[src/rtl/input_trigger_mc.sv]
// Multi-channel push-button trigger: per-channel 2-FF sync, edge detect and lockout
// debounce, plus a shared settle sequencer that emits one refresh pulse per burst.
module input_trigger_mc #(
  parameter int CHANNELS        = 6,
  parameter int CNT_W           = 14,
  parameter int DEBOUNCE_CYCLES = 16380,
  parameter int SETTLE_CYCLES   = 10
) (
  input  logic                clk,
  input  logic                reset,
  input  logic [CHANNELS-1:0] trigger,
  input  logic [CHANNELS-1:0] enable,
  input  logic [1:0]          edge_sel,
  input  logic                clr_dropped,
  output logic [CHANNELS-1:0] inc_pulse,
  output logic                inc_any,
  output logic                ref_pulse,
  output logic [CHANNELS-1:0] dropped,
  output logic                busy
);

  localparam logic [CNT_W-1:0] DEB_LOAD    = CNT_W'(DEBOUNCE_CYCLES);
  localparam logic [CNT_W-1:0] SETTLE_LOAD = CNT_W'(SETTLE_CYCLES);
  localparam logic [CNT_W-1:0] CNT_ONE     = CNT_W'(1);

  typedef enum logic [1:0] {
    IDLE    = 2'd0,
    SETTLE  = 2'd1,
    REFRESH = 2'd2
  } state_t;

  logic [CHANNELS-1:0] sync1;
  logic [CHANNELS-1:0] trig_s;
  logic [CHANNELS-1:0] prev;
  logic [CHANNELS-1:0] rise;
  logic [CHANNELS-1:0] fall;
  logic [CHANNELS-1:0] edge_det;
  logic [CHANNELS-1:0] lock_zero;
  logic [CHANNELS-1:0] evt;
  logic [CHANNELS-1:0] drop_set;
  logic                any_evt;
  logic [CNT_W-1:0]    lock_cnt [CHANNELS];

  state_t           state;
  state_t           state_nxt;
  logic [CNT_W-1:0] settle_cnt;
  logic [CNT_W-1:0] settle_nxt;
  logic             ref_nxt;

  // NOTE: sequential state uses non-blocking assignments so every register samples
  // pre-edge values; blocking here would collapse the two sync stages into one.
  always_ff @(posedge clk or posedge reset) begin
    if (reset) begin
      sync1  <= '0;
      trig_s <= '0;
      prev   <= '0;
    end else begin
      sync1  <= trigger;
      trig_s <= sync1;
      prev   <= trig_s;
    end
  end

  assign rise = trig_s & ~prev;
  assign fall = ~trig_s & prev;

  // NOTE: every always_comb output gets a default before the case so no path can
  // leave it unassigned and infer a latch.
  always_comb begin
    edge_det = '0;
    case (edge_sel)
      2'b00:   edge_det = rise;
      2'b01:   edge_det = fall;
      2'b10:   edge_det = rise | fall;
      default: edge_det = '0;
    endcase
  end

  always_comb begin
    for (int ch = 0; ch < CHANNELS; ch++) begin
      lock_zero[ch] = (lock_cnt[ch] == '0);
    end
  end

  // A locked channel swallows its edge and only records that it happened.
  assign evt      = edge_det & enable & lock_zero;
  assign drop_set = edge_det & enable & ~lock_zero;
  assign any_evt  = |evt;

  // NOTE: the lockout counter array is reset explicitly; it is control state, not a
  // data memory, and a stale count after reset would mask the first press.
  always_ff @(posedge clk or posedge reset) begin
    if (reset) begin
      for (int ch = 0; ch < CHANNELS; ch++) begin
        lock_cnt[ch] <= '0;
      end
    end else begin
      for (int ch = 0; ch < CHANNELS; ch++) begin
        if (evt[ch]) begin
          lock_cnt[ch] <= DEB_LOAD;
        end else if (!lock_zero[ch]) begin
          lock_cnt[ch] <= lock_cnt[ch] - CNT_ONE;
        end
      end
    end
  end

  always_ff @(posedge clk or posedge reset) begin
    if (reset) begin
      inc_pulse <= '0;
      inc_any   <= 1'b0;
      dropped   <= '0;
    end else begin
      inc_pulse <= evt;
      inc_any   <= any_evt;
      dropped   <= drop_set | (clr_dropped ? '0 : dropped);
    end
  end

  always_ff @(posedge clk or posedge reset) begin
    if (reset) begin
      state      <= IDLE;
      settle_cnt <= '0;
      ref_pulse  <= 1'b0;
    end else begin
      state      <= state_nxt;
      settle_cnt <= settle_nxt;
      ref_pulse  <= ref_nxt;
    end
  end

  // Any new event restarts the settle window so the refresh follows the last press.
  always_comb begin
    state_nxt  = state;
    settle_nxt = settle_cnt;
    case (state)
      IDLE: begin
        if (any_evt) begin
          state_nxt  = SETTLE;
          settle_nxt = SETTLE_LOAD;
        end
      end
      SETTLE: begin
        if (any_evt) begin
          settle_nxt = SETTLE_LOAD;
        end else if (settle_cnt == '0) begin
          state_nxt = REFRESH;
        end else begin
          settle_nxt = settle_cnt - CNT_ONE;
        end
      end
      REFRESH: begin
        if (any_evt) begin
          state_nxt  = SETTLE;
          settle_nxt = SETTLE_LOAD;
        end else begin
          state_nxt = IDLE;
        end
      end
      default: begin
        state_nxt  = IDLE;
        settle_nxt = '0;
      end
    endcase
  end

  always_comb begin
    ref_nxt = (state == SETTLE) && !any_evt && (settle_cnt == '0);
    busy    = (state != IDLE) || !(&lock_zero);
  end

endmodule

[config.mk]
export PLATFORM = sky130hd
export DESIGN_NAME = input_trigger_mc
export DESIGN_NICKNAME = d
export VERILOG_FILES = /design/src/rtl/input_trigger_mc.sv
export SDC_FILE = /design/constraint.sdc
export NUM_CORES = 1
export LEC_CHECK = 0
export CORE_ASPECT_RATIO = 0.75
export CORE_MARGIN = 2
export CORE_UTILIZATION = 45
export CTS_BUF_LIST = sky130_fd_sc_hd__clkbuf_4
export CTS_CLUSTER_DIAMETER = 60
export DETAILED_ROUTE_END_ITERATION = 12
export HOLD_SLACK_MARGIN = 0.06
export PLACE_DENSITY = 0.67
export SYNTH_ARGS = -nofsm -noshare
export SYNTH_HDL_FRONTEND = slang
export SYNTH_SLANG_ARGS = --single-unit
[constraint.sdc]
create_clock -name clk -period 5.6 [get_ports clk]
set_input_delay 0.84 -clock clk [delete_from_list [all_inputs] [get_ports clk]]
set_output_delay 0.84 -clock clk [all_outputs]
set_load 0.01 [all_outputs]
# --- Yosys cells after proc, flatten, opt, wreduce, memory -nomap -nowiden ---
# Cells that the tools add are included.
totals:
  ff_bits: 132
  inputBits: 17
  output_inout_bits: 15
  word_cells: 90
op_classes:
  n_addsub: 7
  eq_ne: 15
  n_mux: 23
  bitwise: 10
  n_reduce_logical: 20
op_table:
  columns: ["cell", "count"]
  rows:
  - ["$mux 14", 15]
  - ["$logic_not 14->1", 7]
  - ["$sub 14x1->14 const B", 7]
  - ["$and 6x6->6", 5]
  - ["$pmux 14 s2", 1]
  - ["$not 6->6", 3]
  - ["$pmux 6 s3", 1]
  - ["$ne 2x1->1 const B", 7]
  - ["$or 6x6->6", 2]
  - ["$mux 2", 3]
  - ["$mux 6", 1]
  - ["$ne 2x2->1 const B", 3]
  - ["$pmux 2 s3", 1]
  - ["$reduce_and 6->1", 1]
  - ["$reduce_or 6->1", 1]
  - ["$eq 2x1->1 const B", 2]
  - ["$eq 2x2->1 const B", 2]
  - ["$logic_not 2->1", 2]
  - ["$ne 3x3->1 const B", 1]
  - ["$reduce_and 3->1", 1]
  - ["$logic_and 1x1->1", 2]
  - ["$logic_not 1->1", 2]
  - ["$reduce_and 2->1", 1]
  - ["$reduce_bool 2->1", 1]
  - ["other kinds (3)", 3]

# --- Depth between registers and ports, before layout ---
# Gate-level depths: netlist of run 1.
logic_depth:
  word_depth: 10
  depth_mapped: 9
  mapped_depth_nobuf: 8

# --- Worst setup path after synthesis of run 1 ---
# No wires, ideal clock.
synth_timing:
  kind: "flip-flop to output port"
  startpoint: "register lock_cnt[46] (netlist name)"
  endpoint: "output busy"
  arrival_ns: 1.881
  t_required_ns: 4.760
  setup_slack_ns: 2.879
  stages_incl_launch_ff: 7
  path_buffers: 1
  cell_sequence: "dfrtp_1 -> nor4_1 -> and4_1 -> clkbuf_1 -> nand4_1 -> nor3_1 -> nand3_1"
synth_via:
  elab_chain_cells: 4
synth_rtl:
  columns: ["element", "line", "text"]
  rows:
  - ["start, declared", "42", "logic [CNT_W-1:0] lock_cnt [CHANNELS];"]
  - ["start signal, assigned by index", "102", "lock_cnt[ch] <= lock_cnt[ch] - CNT_ONE;"]
  - ["$logic_not 14->1", "81", "lock_zero[ch] = (lock_cnt[ch] == '0);"]
  - ["$reduce_and 6->1", "169", "busy = (state != IDLE) || !(&lock_zero);"]
  - ["$logic_not 1->1", "169", null]
  - ["$logic_or 1x1->1", "169", null]
  - ["end, declared", "19", "output logic busy"]
# Every way passes these cells.

# --- Worst setup path in the final report of run 1 ---
# Ends and elaborated chain as after synthesis.

==> results of run 1 <==
worst reg2reg max path, delay by kind of cell, from the launching register on:
family          cells  cell delay, ns
compound gates      1            0.22
flops               1            0.47
simple gates        4            2.31
metal layers:
metal / wire [um] / global-route usage / vias up
li1: - / - / 2496
met2: 6609 / 0.3000 / 143
met4: 199 / 0.06311 / 0
met1: 7132 / 0.2898 / 2569
met3: 762 / 0.04919 / 22
met5: 0 / 0 / -
layout make-up:
type,instances,share of cell area
Timing Repair Buffer,33,0.04371
Inverter,42,0.02152
Clock buffer,17,0.01715
Sequential cell,132,0.4438
Multi-Input combinational cell,466,0.4116
Clock inverter,15,0.02858
Tap cell,200,0.03362
sequential cells by signal, indices dropped and copies added (netlist names):
register,count
dropped,6
inc_any,1
inc_pulse,6
lock_cnt,84
prev,6
ref_pulse,1
settle_cnt,14
state,2
sync1,6
trig_s,6
synthesized netlist by cell type, types with 5 or more instances:
cell / number / area (um2)
a211oi_1: 17 / 127.6
a21o_1: 5 / 37.54
a21oi_1: 42 / 210.2
a31oi_1: 19 / 118.9
and4_1: 6 / 52.55
clkbuf_1: 12 / 45.04
dfrtp_1: 132 / 3303
ha_1: 25 / 312.8
inv_1: 41 / 153.9
mux2i_1: 26 / 260.3
nand2_1: 38 / 142.6
nand3_1: 13 / 65.06
nand4_1: 11 / 68.82
nor2_1: 67 / 251.5
nor3_1: 33 / 165.2
nor3b_1: 5 / 37.54
nor4_1: 21 / 131.4
o21ai_0: 19 / 95.09
o22ai_1: 14 / 87.58
or3_1: 9 / 56.30
or4_1: 9 / 67.56
xnor2_1: 7 / 61.31
xor2_1: 9 / 78.83
worst max-delay path by stage:
stage | start | endpoint | slack, ns
after floorplan | reset | dropped[0]$_DFF_PP0_ | 1.23
after global placement | edge_sel[0] | state[0]$_DFFE_PP0P_ | 1.82
after detailed placement | edge_sel[0] | state[0]$_DFFE_PP0P_ | 1.75
after CTS | lock_cnt[46]$_DFFE_PP0P_ | busy | 1.45
after global routing | lock_cnt[46]$_DFFE_PP0P_ | busy | 1.20
final | lock_cnt[46]$_DFFE_PP0P_ | busy | 1.47
power groups by stage:
stage / Clock (mW) / Combinational [mW] / Sequential, mW
global placement: 0 / 0.344 / 1.21
finish: 0.758 / 0.365 / 1.21
floorplan: 0 / 0.283 / 1.19
global route: 0.818 / 0.412 / 1.23
detailed placement: 0 / 0.365 / 1.22
CTS: 0.775 / 0.367 / 1.20
cells by family after synthesis:
logic type,Yosys count,synth area share
AOI/OAI and AO/OA,142,0.1357
DFF,132,0.4982
buffers and inverters,62,0.03982
xor gates and xnor gates,16,0.02114
muxes,29,0.04491
adders and majority gates,25,0.04718
and+or+nand+nor,254,0.2131
metrics by stage:
stage                     std cells  worst slack (ns)  utilization
after floorplan                 660             1.234            -
after global placement          873             1.817       0.4913
after global routing            905             1.203       0.5149
after CTS                       905             1.451       0.5149
final                           905             1.474       0.5149
after detailed placement        873             1.745       0.4913
==> impl_metrics.ini, run 1 <==
[logic_synthesis]
syn_area_mm2 = 0.006630
yosys_warnings = 0
post_synth_inst_count = 660
ys_seq_area_frac = 0.4982
async_flop_share = 1.000
synth_fp_nets = 702
post_synth_num_cell_types = 62
postSynthAreaPerCell_um2 = 10.05
prevailing_post_synth_register_cell = dfrtp_1
ys_ff_latch = 132
synth_edf_count = 0

[power_and_ir_drop]
switching_share = 0.3002
cell_pwr_density_mw_per_mm2 = 312.8
leakage_power_total_nw = 3.124
share_comb_of_total_power = 0.157
ir_drop_mv = 0.1369
intPower_mw = 1.629
net-switching-power_mw = 0.6988
power_frac_clock = 0.326
totalPowerFinal_mw = 2.328
sequentialPowerShare = 0.518

[timing]
setup_viol = 0
post-route-min-period_ns = 4.126
relSlewSlack = 0.4681
timing.setup.tns_ns = 0
clock.fmax_ghz = 0.2424
rsz0062_at_grt = false
post-route-period-util = 0.7368
timing_max_transition_violations_final = 0
worst_margin_pin_slew_ns = 0.7905
final.hold.worst_slack_ns = 0.3575
finalHoldViolations = 0
fin_worst_skew_ns = 0.01338

[critical_path]
reg2reg_from = lock_cnt[46]$_DFFE_PP0P_
reg2reg_to = settle_cnt[3]$_DFFE_PP0P_
path_type_of_the_worst_setup_path = flip-flop to output pin
critPathMaxFanout = 11
path_depth = 6
crit_arrival_ns = 3.29
cp_num_buf_inv = 1
start_kind = flip-flop
reg2reg_depth = 5
worstPathCellList = nor4_1 > and4_1 > nand4_1 > nor3_1 > nand3_1 > clkdlybuf4s50_1
crit_required_ns = 4.76
worst_path_dominant_cell_family = simple AND/OR/NAND/NOR gates
worst-r2r-setup-slack_ns = 2.54
cp_slowest_cell = nor4_1
critPathCaptureType = output pin
crit_path_max_incr_delay_ns = 0.66

[placement]
post_dp_cell_area_mm2 = 0.007102
gpl.final_weighted_congestion = 0.8314
port_buffers = 31
detailedPlacementHpwl_um = 10360

[clock_network]
clk-insertion-delay-late_ns = 0.54
cts-resized-gates = 0
cts_tree = yes
cts.sink_count = 132
post_cts_hold_buffer_count = 0
root_buffer = clkbuf_4
clock_tree.buffer_depth = 2
post_cts_setup_driven_buffer_insertion_count = 0
path_clk_slew_ns = 0.12
clock_tree.htree_level_count = 4
cts_buffers = 17

[worst_hold_path]
hold_path_startpoint = sync1[5]$_DFF_PP0_
timing.hold.worst_endpoint = trig_s[5]$_DFF_PP0_
worst_hold_path_type = flip-flop to flip-flop
worstHoldPathCells = 0

[cells_and_area]
antenna-diode-count = 0
area.sequential_mm2 = 0.003303
finish.net_count = 734
area_growth_syn_to_layout_pct = 12.25
fillCellCount = 1317
final_design_area_no_fill_mm2 = 0.007442
mostFrequentLayoutCell = dfrtp_1
drive_above_1_share = 0.07092
most-common-layout-cells = dfrtp_1 (132), nor2_1 (67), a21oi_1 (42)
multi_input_comb_area_mm2 = 0.003063

[route]
drt_wl_total_um = 14700
detail-route-antenna-nets = 0
drt-pass1-iter-count = 5
drt_iter0_markers = 598
vias_per_cell = 5.779
total_number_of_vias = 5230
drt-wirelength-per-cell_um = 16.25
drc_errors = 0

[flow_run]
max_capacitance_violation_total = 0

[floorplan]
dieArea_mm2 = 0.01573
core-area_mm2 = 0.01445
die-width_um = 144.2
core.rowCount = 38
initial_core_util = 0.4587
die-height_um = 109.1
io-pin-count = 32

[grt]
grtUsageTotal = 0.2009
wire_length_of_the_first_global_routing_pass_um = 24680
grt_start_max_net_pins = 54
grt_overflow = 0
first_global_vias = 4955
grt_antenna_before_repair = 0

[run_status]
status = finished clean
Power figures use the tool's default switching activity.
==> inputs of run 2 (changes only) <==
Clock period 5.6 ns to 4 ns, I/O delays scaled along.
==> impl_metrics.ini, run 2 (synthesis gave the netlist of run 1 again) <==
[cells_and_area]
reg.largest.list = lock_cnt: 84 flops, settle_cnt: 14 flops
most-common-layout-cells = dfrtp_1 (132), nor2_1 (67), a21oi_1 (42)
fillCellCount = 1330
drive_above_1_share = 0.07616
area_growth_syn_to_layout_pct = 12.27
multi_input_comb_area_mm2 = 0.003063
largest_register_ffs = 84
mostFrequentLayoutCell = dfrtp_1
finish.net_count = 738
final_design_area_no_fill_mm2 = 0.007443
antenna-diode-count = 0
max_flop_register = lock_cnt
end_of_flow_core_utilization = 0.5150
layout.cells.non_filler = 909
area.sequential_mm2 = 0.003303

[grt]
grt_antenna_before_repair = 0
grt_overflow = 0
grtUsageTotal = 0.1975
grt_start_max_net_pins = 133
first_global_vias = 4923
wire_length_of_the_first_global_routing_pass_um = 24240

[critical_path]
crit_path_max_incr_delay_ns = 0.63
reg2reg_to = settle_cnt[3]$_DFFE_PP0P_
crit_arrival_ns = 3.08
worst-r2r-setup-slack_ns = 0.97
cp_slowest_cell = nor4_1
reg2reg_depth = 5
crit_end = busy
path_type_of_the_worst_setup_path = flip-flop to output pin
reg2reg_from = lock_cnt[46]$_DFFE_PP0P_
cp-startpoint = lock_cnt[9]$_DFFE_PP0P_
crit_required_ns = 3.40
critPathCaptureType = output pin
critPathMaxFanout = 7
start_kind = flip-flop
worstPathCellList = nor4_1 > and4_1 > nand4_1 > nor3_1 > nand3_1 > clkdlybuf4s50_1

[placement]
port_buffers = 31
detailedPlacementHpwl_um = 10030
place_inst = 877
detailedPlace.worstSlack_ns = 0.6196
gpl.final_weighted_congestion = 0.8676
post_dp_cell_area_mm2 = 0.007146

[clock_network]
clock_tree.htree_level_count = 4
post_cts_setup_driven_buffer_insertion_count = 0
root_buffer = clkbuf_4
cts_buffers = 17
cts_tree = yes
post_cts_hold_buffer_count = 0
clk-insertion-delay-late_ns = 0.54
path_clk_slew_ns = 0.13
clock_tree.buffer_depth = 2
cts.sink_count = 132
cts-resized-gates = 0

[timing]
clock.fmax_ghz = 0.2716
post-route-period-util = 0.9206
finalHoldViolations = 0
relSlewSlack = 0.4573
final.hold.worst_slack_ns = 0.3671
post-route-min-period_ns = 3.682
worst_margin_pin_slew_ns = 0.8066
fin_worst_skew_ns = 0.02624
setup_viol = 0
finalWorstSetupSlack_ns = 0.3176
timing.setup.tns_ns = 0
timing_max_transition_violations_final = 0
rsz0062_at_grt = false

[route]
detail-route-antenna-nets = 0
vias_per_cell = 5.651
total_number_of_vias = 5137
drt_wl_total_um = 14410
drc_errors = 0
drt_iter0_markers = 391
drt-pass1-iter-count = 5
drt-wirelength-per-cell_um = 15.85

[worst_hold_path]
worst_hold_path_type = flip-flop to flip-flop
worstHoldPathCells = 0

[floorplan]
core-area_mm2 = 0.01445
die-width_um = 144.2
dieArea_mm2 = 0.01573
io-pin-count = 32
initial_core_util = 0.4587
die-height_um = 109.1
core.rowCount = 38

[power_and_ir_drop]
cell_pwr_density_mw_per_mm2 = 422.6
totalPowerFinal_mw = 3.145
leakage_power_total_nw = 3.129
ir_drop_mv = 0.2274

[run_status]
status = finished clean

[flow_run]
max_capacitance_violation_total = 0
[run 2: cell count changes in the layout (fill, tap and decap cells not counted), sizes merged]
cell	previous run	this run
buf	2	6
bufinv	5	3
clkinv	8	10
clkbuf	17	18
inv	41	40
[run 2: cell type report]
class                   count  share of cell area
well taps                 200             0.03362
multi-input cells         466              0.4115
repair buffers             37             0.04942
inverters                  42             0.02168
clock buffers              18             0.01815
flip-flops and latches    132              0.4438
clock inverters            14             0.02185
[run 2: layer usage]
metal	vias to the layer above	share of wire	track usage
li1	2515	-	-
met1	2531	0.51	0.2842
met2	78	0.45	0.2942
met3	13	0.033	0.05182
met4	0	0.012	0.06033
met5	-	0	0
[run 2: report_power, final]
group	leakage [nW]	internal (mW)	switching [mW]
logic	1.37	0.240	0.278
clock network	0.157	0.436	0.507
registers	1.61	1.49	0.191
[run 2: critical path: cells and delay by family, from the launching register on]
family                 cells  cell delay (ns)
buffers and inverters      1             0.51
flip-flops                 1             0.45
AND/OR/NAND/NOR            5             1.57
[run 2: worst min path at each step]
stage / from / to / slack [ns]
after detailed placement: sync1[5]$_DFF_PP0_ / trig_s[5]$_DFF_PP0_ / 0.34
after CTS: sync1[5]$_DFF_PP0_ / trig_s[5]$_DFF_PP0_ / 0.37
final: sync1[5]$_DFF_PP0_ / trig_s[5]$_DFF_PP0_ / 0.37
after global routing: sync1[2]$_DFF_PP0_ / trig_s[2]$_DFF_PP0_ / 0.38
after floorplan: sync1[0]$_DFF_PP0_ / trig_s[0]$_DFF_PP0_ / 0.33
after global placement: sync1[5]$_DFF_PP0_ / trig_s[5]$_DFF_PP0_ / 0.33
==> inputs of run 3 (changes only) <==
Settings changed: CORE_UTILIZATION 45 to 63, PLACE_DENSITY 0.67 to 0.88.
==> impl_metrics.ini, run 3 (synthesis gave the netlist of run 1 again) <==
[route]
total_number_of_vias = 5371
drt_iter0_markers = 552
drc_errors = 0
vias_per_cell = 6.356
drt-wirelength-per-cell_um = 17.39
drt_wl_total_um = 14690
drt-pass1-iter-count = 5
detail-route-antenna-nets = 0

[critical_path]
cp_num_buf_inv = 1
worst_path_dominant_cell_family = simple AND/OR/NAND/NOR gates
crit_arrival_ns = 3.15
critPathMaxFanout = 7
reg2reg_depth = 7
path_type_of_the_worst_setup_path = flip-flop to output pin
crit_path_max_incr_delay_ns = 0.73
crit_required_ns = 3.40
worst-r2r-setup-slack_ns = 1.10
reg2reg_to = settle_cnt[3]$_DFFE_PP0P_
critPathCaptureType = output pin
reg2reg_from = lock_cnt[42]$_DFFE_PP0P_
worstPathCellList = nor4_1 > and4_1 > nand4_1 > nor3_1 > nand3_1 > clkdlybuf4s50_1
cp_slowest_cell = nor4_1
start_kind = flip-flop

[cells_and_area]
layout.cells.non_filler = 845
most-common-layout-cells = dfrtp_1 (132), nor2_1 (67), a21oi_1 (42)
fillCellCount = 756
largest_register_ffs = 84
finish.net_count = 738
multi_input_comb_area_mm2 = 0.003075
drive_above_1_share = 0.08039
reg.largest.list = lock_cnt: 84 flops, settle_cnt: 14 flops
area_growth_syn_to_layout_pct = 11.96
max_flop_register = lock_cnt
antenna-diode-count = 0
area.sequential_mm2 = 0.003303
mostFrequentLayoutCell = dfrtp_1

[floorplan]
die-height_um = 92.84
die-width_um = 122.5
core-area_mm2 = 0.01025
dieArea_mm2 = 0.01137
initial_core_util = 0.6469
core.rowCount = 32
io-pin-count = 32

[grt]
grt_antenna_before_repair = 0
groute.layer.met1.usage = 0.3894
grt_start_max_net_pins = 133
grt_overflow = 0
gr-usage-met3 = 0.07882
first_global_vias = 5192
grtUsageTotal = 0.2802
met2_usage_in_global_routing = 0.4375
wire_length_of_the_first_global_routing_pass_um = 24970
grt_busiest_layer = met2

[clock_network]
clk-insertion-delay-late_ns = 0.53
clock_tree.buffer_depth = 2
cts_buffers = 17
post_cts_hold_buffer_count = 0
cts_tree = yes
root_buffer = clkbuf_4
post_cts_setup_driven_buffer_insertion_count = 0
clock_tree.htree_level_count = 4
path_clk_slew_ns = 0.12
cts.sink_count = 132

[timing]
worst_margin_pin_slew_ns = 0.8342
timing.setup.tns_ns = 0
final.hold.worst_slack_ns = 0.3604
post-route-period-util = 0.9366
timing_max_transition_violations_final = 0
rsz0062_at_grt = false
setup_viol = 0
clock.fmax_ghz = 0.2669
fin_worst_skew_ns = 0.01371
relSlewSlack = 0.4387
post-route-min-period_ns = 3.746
finalHoldViolations = 0

[worst_hold_path]
worst_hold_path_type = flip-flop to flip-flop
timing.hold.worst_endpoint = trig_s[2]$_DFF_PP0_
worstHoldPathCells = 0
hold_path_startpoint = sync1[2]$_DFF_PP0_

[flow_run]
max_capacitance_violation_total = 0

[placement]
gpl.final_weighted_congestion = 0.8684
port_buffers = 31
place_inst = 813
detailedPlacementHpwl_um = 10130

[power_and_ir_drop]
ir_drop_mv = 0.3167
totalPowerFinal_mw = 3.275
cell_pwr_density_mw_per_mm2 = 441.2
leakage_power_total_nw = 3.153

[run_status]
status = finished clean
run 3: layer usage:
metal	vias to the layer above	wire, um	share of wire
li1	2504	-	-
met1	2632	6410	0.44
met2	217	7104	0.48
met3	18	1054	0.072
met4	0	125	0.0085
met5	-	0	0
run 3: stage by stage:
step           setup slack (ns)  instance area, um2    util
5_1_grt                 0.05427                7423  0.7242
3_5_place_dp             0.5201                7066  0.6893
3_3_place_gp             0.6166                7066  0.6893
2_1_floorplan             1.519                6634       -
4_1_cts                  0.1648                7411  0.7230
6_report                 0.2536                7423  0.7242
run 3: layout make-up:
| type | instances | area share |
|---|---|---|
| clock buffers | 18 | 0.01820 |
| clock inverters | 14 | 0.02832 |
| inverters | 42 | 0.02174 |
| multi-input cells | 466 | 0.4143 |
| flip-flops and latches | 132 | 0.4450 |
| well taps | 136 | 0.02292 |
| repair buffers | 37 | 0.04955 |
run 3: worst max-delay path by stage:
stage                                   startpoint                        end  depth (start not counted)
after floorplan           lock_cnt[46]$_DFFE_PP0P_                       busy                          6
after global placement                 edge_sel[0]       state[0]$_DFFE_PP0P_                          6
after detailed placement               edge_sel[0]  settle_cnt[3]$_DFFE_PP0P_                          6
after CTS                 lock_cnt[42]$_DFFE_PP0P_                       busy                          8
after global routing       lock_cnt[9]$_DFFE_PP0P_                       busy                          6
final                      lock_cnt[9]$_DFFE_PP0P_                       busy                          6
run 3: report_power, final:
part	switching, mW	internal (mW)
sequential	0.197	1.49
combinational	0.278	0.239
clock	0.504	0.563
run 3: timing repair:
item                                    4_1_cts  5_1_grt
hold endpoints to repair                      0        0
resized for setup                             0        2
endpoints found under the setup margin        0        1
run 3: worst register-to-register path, stage by stage, from the launching register on:
cell and delay, ns:
dfrtp_1 0.45, inv_1 0.11, ha_1 0.15, nor4b_2 0.33
nand4_1 0.23, nor2_1 0.71, or4_1 0.65, o21a_1 0.23
